## src/rtl/regfile_cmd_ctrl.sv

```systemverilog
// UART command front-end: decodes write (0xAA, addr, data) and read (0xBB, addr)
// byte sequences into register-file strobes and returns read data to the UART TX.
module regfile_cmd_ctrl #(
  parameter int unsigned Data_bus_width    = 8,
  parameter int unsigned Address_bus_width = 4
) (
  input  logic                         CLK,
  input  logic                         RST,
  input  logic [Data_bus_width-1:0]    RX_P_DATA,
  input  logic                         RX_D_VLD,
  input  logic [Data_bus_width-1:0]    RdData,
  input  logic                         TX_Busy,
  output logic [Address_bus_width-1:0] Address,
  output logic [Data_bus_width-1:0]    WrData,
  output logic                         WrEn,
  output logic                         RdEn,
  output logic [Data_bus_width-1:0]    TX_P_DATA,
  output logic                         TX_D_VLD
);

  localparam int unsigned DW = Data_bus_width;
  localparam int unsigned AW = Address_bus_width;

  localparam logic [DW-1:0] WR_CMD = DW'(8'hAA);
  localparam logic [DW-1:0] RD_CMD = DW'(8'hBB);

  typedef enum logic [2:0] {
    IDLE,
    WR_ADDR,
    WR_DATA,
    RD_ADDR,
    RD_WAIT,
    RD_CAPT,
    TX_SEND
  } state_e;

  state_e          state_q, state_d;
  logic [AW-1:0]   wr_addr_q, wr_addr_d;
  logic [AW-1:0]   address_q, address_d;
  logic [DW-1:0]   wr_data_q, wr_data_d;
  logic            wr_en_q, wr_en_d;
  logic            rd_en_q, rd_en_d;
  logic [DW-1:0]   tx_data_q, tx_data_d;
  logic            tx_vld_q, tx_vld_d;

  // State and output registers
  always_ff @(posedge CLK or posedge RST) begin
    if (RST) begin
      state_q   <= IDLE;
      wr_addr_q <= '0;
      address_q <= '0;
      wr_data_q <= '0;
      wr_en_q   <= 1'b0;
      rd_en_q   <= 1'b0;
      tx_data_q <= '0;
      tx_vld_q  <= 1'b0;
    end else begin
      state_q   <= state_d;
      wr_addr_q <= wr_addr_d;
      address_q <= address_d;
      wr_data_q <= wr_data_d;
      wr_en_q   <= wr_en_d;
      rd_en_q   <= rd_en_d;
      tx_data_q <= tx_data_d;
      tx_vld_q  <= tx_vld_d;
    end
  end

  // Next-state and next-output decode; strobes default low, data holds
  always_comb begin
    state_d   = state_q;
    wr_addr_d = wr_addr_q;
    address_d = address_q;
    wr_data_d = wr_data_q;
    wr_en_d   = 1'b0;
    rd_en_d   = 1'b0;
    tx_data_d = tx_data_q;
    tx_vld_d  = 1'b0;

    case (state_q)
      IDLE: begin
        if (RX_D_VLD) begin
          if (RX_P_DATA == WR_CMD) begin
            state_d = WR_ADDR;
          end else if (RX_P_DATA == RD_CMD) begin
            state_d = RD_ADDR;
          end
        end
      end
      WR_ADDR: begin
        if (RX_D_VLD) begin
          wr_addr_d = RX_P_DATA[AW-1:0];
          state_d   = WR_DATA;
        end
      end
      WR_DATA: begin
        if (RX_D_VLD) begin
          address_d = wr_addr_q;
          wr_data_d = RX_P_DATA;
          wr_en_d   = 1'b1;
          state_d   = IDLE;
        end
      end
      RD_ADDR: begin
        if (RX_D_VLD) begin
          address_d = RX_P_DATA[AW-1:0];
          rd_en_d   = 1'b1;
          state_d   = RD_WAIT;
        end
      end
      // Register file presents RdData on the edge closing this cycle
      RD_WAIT: begin
        state_d = RD_CAPT;
      end
      RD_CAPT: begin
        tx_data_d = RdData;
        state_d   = TX_SEND;
      end
      TX_SEND: begin
        if (!TX_Busy) begin
          tx_vld_d = 1'b1;
          state_d  = IDLE;
        end
      end
      default: begin
        state_d = IDLE;
      end
    endcase
  end

  assign Address   = address_q;
  assign WrData    = wr_data_q;
  assign WrEn      = wr_en_q;
  assign RdEn      = rd_en_q;
  assign TX_P_DATA = tx_data_q;
  assign TX_D_VLD  = tx_vld_q;

endmodule

```

## config.mk

```make
export PLATFORM = sky130hd
export DESIGN_NAME = regfile_cmd_ctrl
export DESIGN_NICKNAME = d
export VERILOG_FILES = /design/src/rtl/regfile_cmd_ctrl.sv
export SDC_FILE = /design/constraint.sdc
export NUM_CORES = 1
export LEC_CHECK = 0
export CAP_MARGIN = 5
export CORE_ASPECT_RATIO = 0.5
export CORE_MARGIN = 2
export CORE_UTILIZATION = 39
export DETAILED_ROUTE_END_ITERATION = 8
export PLACE_DENSITY = 0.74
export RECOVER_POWER = 100
export SYNTH_ARGS = -nofsm -noshare
export SYNTH_HDL_FRONTEND = slang
export SYNTH_SLANG_ARGS = --single-unit
```

## constraint.sdc

```tcl
create_clock -name CLK -period 1.5 [get_ports CLK]
set_input_delay 0.3 -clock CLK [delete_from_list [all_inputs] [get_ports CLK]]
set_output_delay 0.3 -clock CLK [all_outputs]
set_load 0.02 [all_outputs]
```

======== After elaboration in Yosys (flattened, before gate mapping) ========
Cells that the tools add are included.
storage, ports and cells
  output and inout bits ................... 23
  word-level logic and storage cells ...... 44
  register bits after elaboration ......... 30
cells by class
  reduce and logical (&&, ||, !) cells .... 6
  mux-type cells .......................... 16
  equal/unequal tests ..................... 14
operators with widths
  cell                                            number
  two-way mux 3 bit                               7
  one-hot mux 3 bit (7 select lines)              1
  == test 8 bit (second input constant)           2
  inequality test 2 bit (second input constant)   5
  == test 3 bit (second input constant)           3
  two-way mux 4 bit                               2
  one-hot mux 4 bit (2 select lines)              1
  == test 3 x 2 -> 1 bit (second input constant)  2
  AND reduction 6 bit                             1
  two-way mux 1 bit                               5
  AND reduction 2 bit                             2
  == test 3 x 1 -> 1 bit (second input constant)  1
  logical NOT 3 bit                               1
  inequality test 3 bit (second input constant)   1
  AND reduction 3 bit                             1
  nonzero test 2 bit                              1

======== Longest topological paths before layout ========
  depth in word-level cells ............... 5
  gate-level depth with buffers ........... 4
  mapped depth without buffers ............ 3

======== Least setup slack after synthesis ========
Ideal clock, no wire load.
  path kind ............................... register -> register
  start ................................... reg state_q[2]
  end ..................................... reg wr_data_q[0], in the netlist WrData[0]
  buffers on the path ..................... 0
  path slack .............................. 1 ps
  arrival ................................. 1374 ps
  cell stages (with the launch flop) ...... 4
  library setup time ...................... 125 ps
  cells stage by stage .................... dfrtp_1 > nand3b_2 > nor2_2 > mux2_2
on the way
  cells in the longest elaborated chain, start to end .. 2
ends and longest elaborated chain
  what                           line  RTL
  from (decl)                    37    state_e state_q, state_d;
  from (signal assigned)         58    state_q <= state_d;
  == test 3 x 2 -> 1 bit         80    case (state_q)
  AND reduction 2 bit (no line)  n/a
  to (signal assigned)           61    wr_data_q <= wr_data_d;
  to (decl)                      40    logic [DW-1:0] wr_data_q, wr_data_d;
No other way between the ends.
A chain may end at the register's enable or synchronous reset.

======== Worst setup path after layout ========
  start ................................... in RX_D_VLD
  end ..................................... reg wr_addr_q[0]
on the way
  cells in the longest elaborated chain, start to end .. 1
ends and longest elaborated chain
  what                           line  RTL
  from (decl)                    10    input logic RX_D_VLD,
  AND reduction 2 bit (no line)  n/a
  to (signal assigned)           59    wr_addr_q <= wr_addr_d;
  to (decl)                      38    logic [AW-1:0] wr_addr_q, wr_addr_d;
No other way between the ends.

==> results_dict.tcl <==
set metrics [dict create \
    status "finished, final reports clean" \
    skew_ns 0.008459 \
    core.rowCount 14 \
    dr.pass1.iters 3 \
    max_slew_margin_pct 51.78 \
    cts-buffers-inserted 5 \
    route.detailed.drc 0 \
    timing.final.hold_violations 0 \
    ys_ff_latch 30 \
    crit_required_ns 1.65 \
    postPlaceCellArea_mm2 0.001808 \
    area_growth_pct 53.35 \
    cts-root-buf "clkbuf_8" \
    cts-htree-levels 2 \
    dp_slack_ns -0.2004 \
    grt_pass1_wl_mm 4.540 \
    critPathBufInv 3 \
    antenna_found_initial 0 \
    crit_slowest_cell "clkdlybuf4s50_1" \
    worst-setup-path-type "in -> reg" \
    critical-path-top-delay-family "buffers and inverters" \
    clock_path_buffers 2 \
    worst_pin_slew_ns 0.7234 \
    yosysSeqAreaShare_pct 61.79 \
    grt_pass1_vias 948 \
    endpoint_kind "register" \
    netlist_instances 91 \
    irDropWorstVdd_mv 0.9896 \
    ant_nets 0 \
    vias_per_cell 4.764 \
    nNetsFinal 174 \
    n_antenna_cell 0 \
    finalCriticalPeriod_ns 1.437 \
    crit_fanout 4 \
    wl_per_cell_um 13.73 \
    max_cap_violations 0 \
    slew_violations 0 \
    hpwl_mm 2.087 \
    total_power_w 0.003559 \
    synth_area_per_cell_um2 13.35 \
    final_common_cell "dfrtp_1" \
    hold_class "reg -> reg" \
    setup_slack_ns 0.06319 \
    min_path_cells 2 \
    die_y_um 43.47 \
    dieWidth_um 82.93 \
    ys_types 23 \
    crit_chain "clkdlybuf4s50_1 -> inv_1 -> nor3_1 -> clkbuf_2 -> mux2_2" \
    setup_viol 0 \
    p_leak_nw 0.8751 \
    cts_tree "done" \
    cts_sinks 30 \
    critical_path_arrival_ns 1.59 \
    syn_area_mm2 0.001215 \
    gr-total-overflow 0 \
    rsz0062_at_grt "no" \
    design_area_mm2 0.001863 \
    yosys_warnings 0 \
    boundaryPins 43 \
    placeableCoreArea_mm2 0.002978 \
    fin_tns_setup_ns 0 \
    drive_above_1_share_pct 30.97 \
    cp-start-kind "input pin" \
    grt_max_degree 31 \
    powerDensity_mw_per_mm2 1910 \
    slowest_delay_ns 0.52 \
    io_buffer_count 42 \
    clock_latency_ns 0.27 \
    drt-initial-drc-count 47 \
    period_share_pct 95.79 \
    totalWireLength_mm 2.677 \
    dieArea_mm2 0.003605 \
    place_congestion 0.7608 \
    r2r_cells 4 \
    clk_pin_slew_ns 0.06 \
    num_vias 929 \
    syn_nets 111 \
    layout_common_cells "29 x dfrtp_1, 22 x dlygate4sd2_1, 20 x mux2_2, 17 x clkdlybuf4s50_1, 11 x buf_4" \
    crit_cells 5 \
    grt_util_all_layers_pct 16.30 \
    start_util_pct 40.80 \
    fin_hold_ws_ns 0.4794 \
    ctsHoldBuffers 0 \
    fmax_mhz 696.0 \
]
[stage by stage]
stage	util [%]	cells
after detailed placement	60.71	187
final	62.56	195
after floorplan	-	91
after CTS	63.03	195
after global routing	62.56	195
after global placement	60.71	187
[report_power, final]
group | internal (W) | switching, W | leakage (nW)
Combinational | 0.000767 | 0.000781 | 0.459
Clock | 0.000369 | 0.000273 | 0.0482
Sequential | 0.00118 | 0.000193 | 0.368
Total | 0.00231 | 0.00125 | 0.875
[logic make-up after synthesis]
family	after synthesis	share of synthesized area, %
flops	30	61.79
mux	20	18.54
simple gates	19	8.755
compound gates	13	7.106
buf+inv	7	2.368
xor+xnor	2	1.442
[state kept, by name, indices dropped and copies added, names as in the netlist]
signal,flops
Address,4
wr_addr_q,4
RdEn,1
state_q,3
TX_D_VLD,1
WrEn,1
TX_P_DATA,8
WrData,8
[synth_stat cells]
master    number  area share (%)
or2_2          1            0.52
a21o_1         1            0.62
nand2b_1       2             1.0
or3_1          1            0.52
nor4_1         1            0.52
o221a_2        1            0.93
dfrtp_1       30              62
nor2_2         1            0.52
mux2_2        20              19
o41a_1         1            0.93
buf_2          2            0.82
nor2_1         1            0.31
nand2_1        7             2.2
nand3b_2       1            0.93
inv_1          4             1.2
inv_2          1            0.31
and3b_1        1            0.72
o21ai_0        5             2.1
nor3_1         2            0.82
o22ai_1        5             2.6
xor2_1         1            0.72
nand4b_1       1            0.72
xnor2_1        1            0.72
[worst reg2reg max path, stage by stage (launching register included)]
cell      delay (ns)
dfrtp_2         0.44
nand3b_2        0.23
nor2_2          0.15
buf_12          0.14
mux2_2          0.33
[worst paths after layout]
check                                start            to  slack [ns]
max in group asynchronous              RST    state_q[2]        0.33
min in group asynchronous              RST  TX_P_DATA[7]        0.67
worst max-delay path              RX_D_VLD  wr_addr_q[0]        0.06
worst max register to register  state_q[2]     WrData[5]        0.08
worst min register to register  Address[0]    Address[0]        0.48
worst min-delay path            Address[0]    Address[0]        0.48
[layer usage]
| metal | global-route usage [%] | vias up | part of all wire [%] |
|---|---|---|---|
| met3 | 5.905 | 2 | 5.5 |
| met2 | 29.03 | 21 | 50 |
| met5 | 0 | - | 0 |
| met1 | 19.48 | 456 | 44 |
| met4 | 3.934 | 0 | 0.52 |
| li1 | - | 450 | - |
[final cells by class]
class                           instances  area (µm²)
Timing Repair Buffer                   58       510.5
Multi-Input combinational cell         54       440.4
Tap cell                               40       50.05
Sequential cell                        30       752.0
Inverter                                5       18.77
Clock inverter                          1       5.005
Fill cell                             265        1115
Clock buffer                            7       86.33
[timing repair]
action,in CTS,in global routing
buffers inserted,0,0
gates cloned,0,0
endpoints found under the setup margin,24,4
resized for setup,23,2
Power figures use the tool's default switching activity.
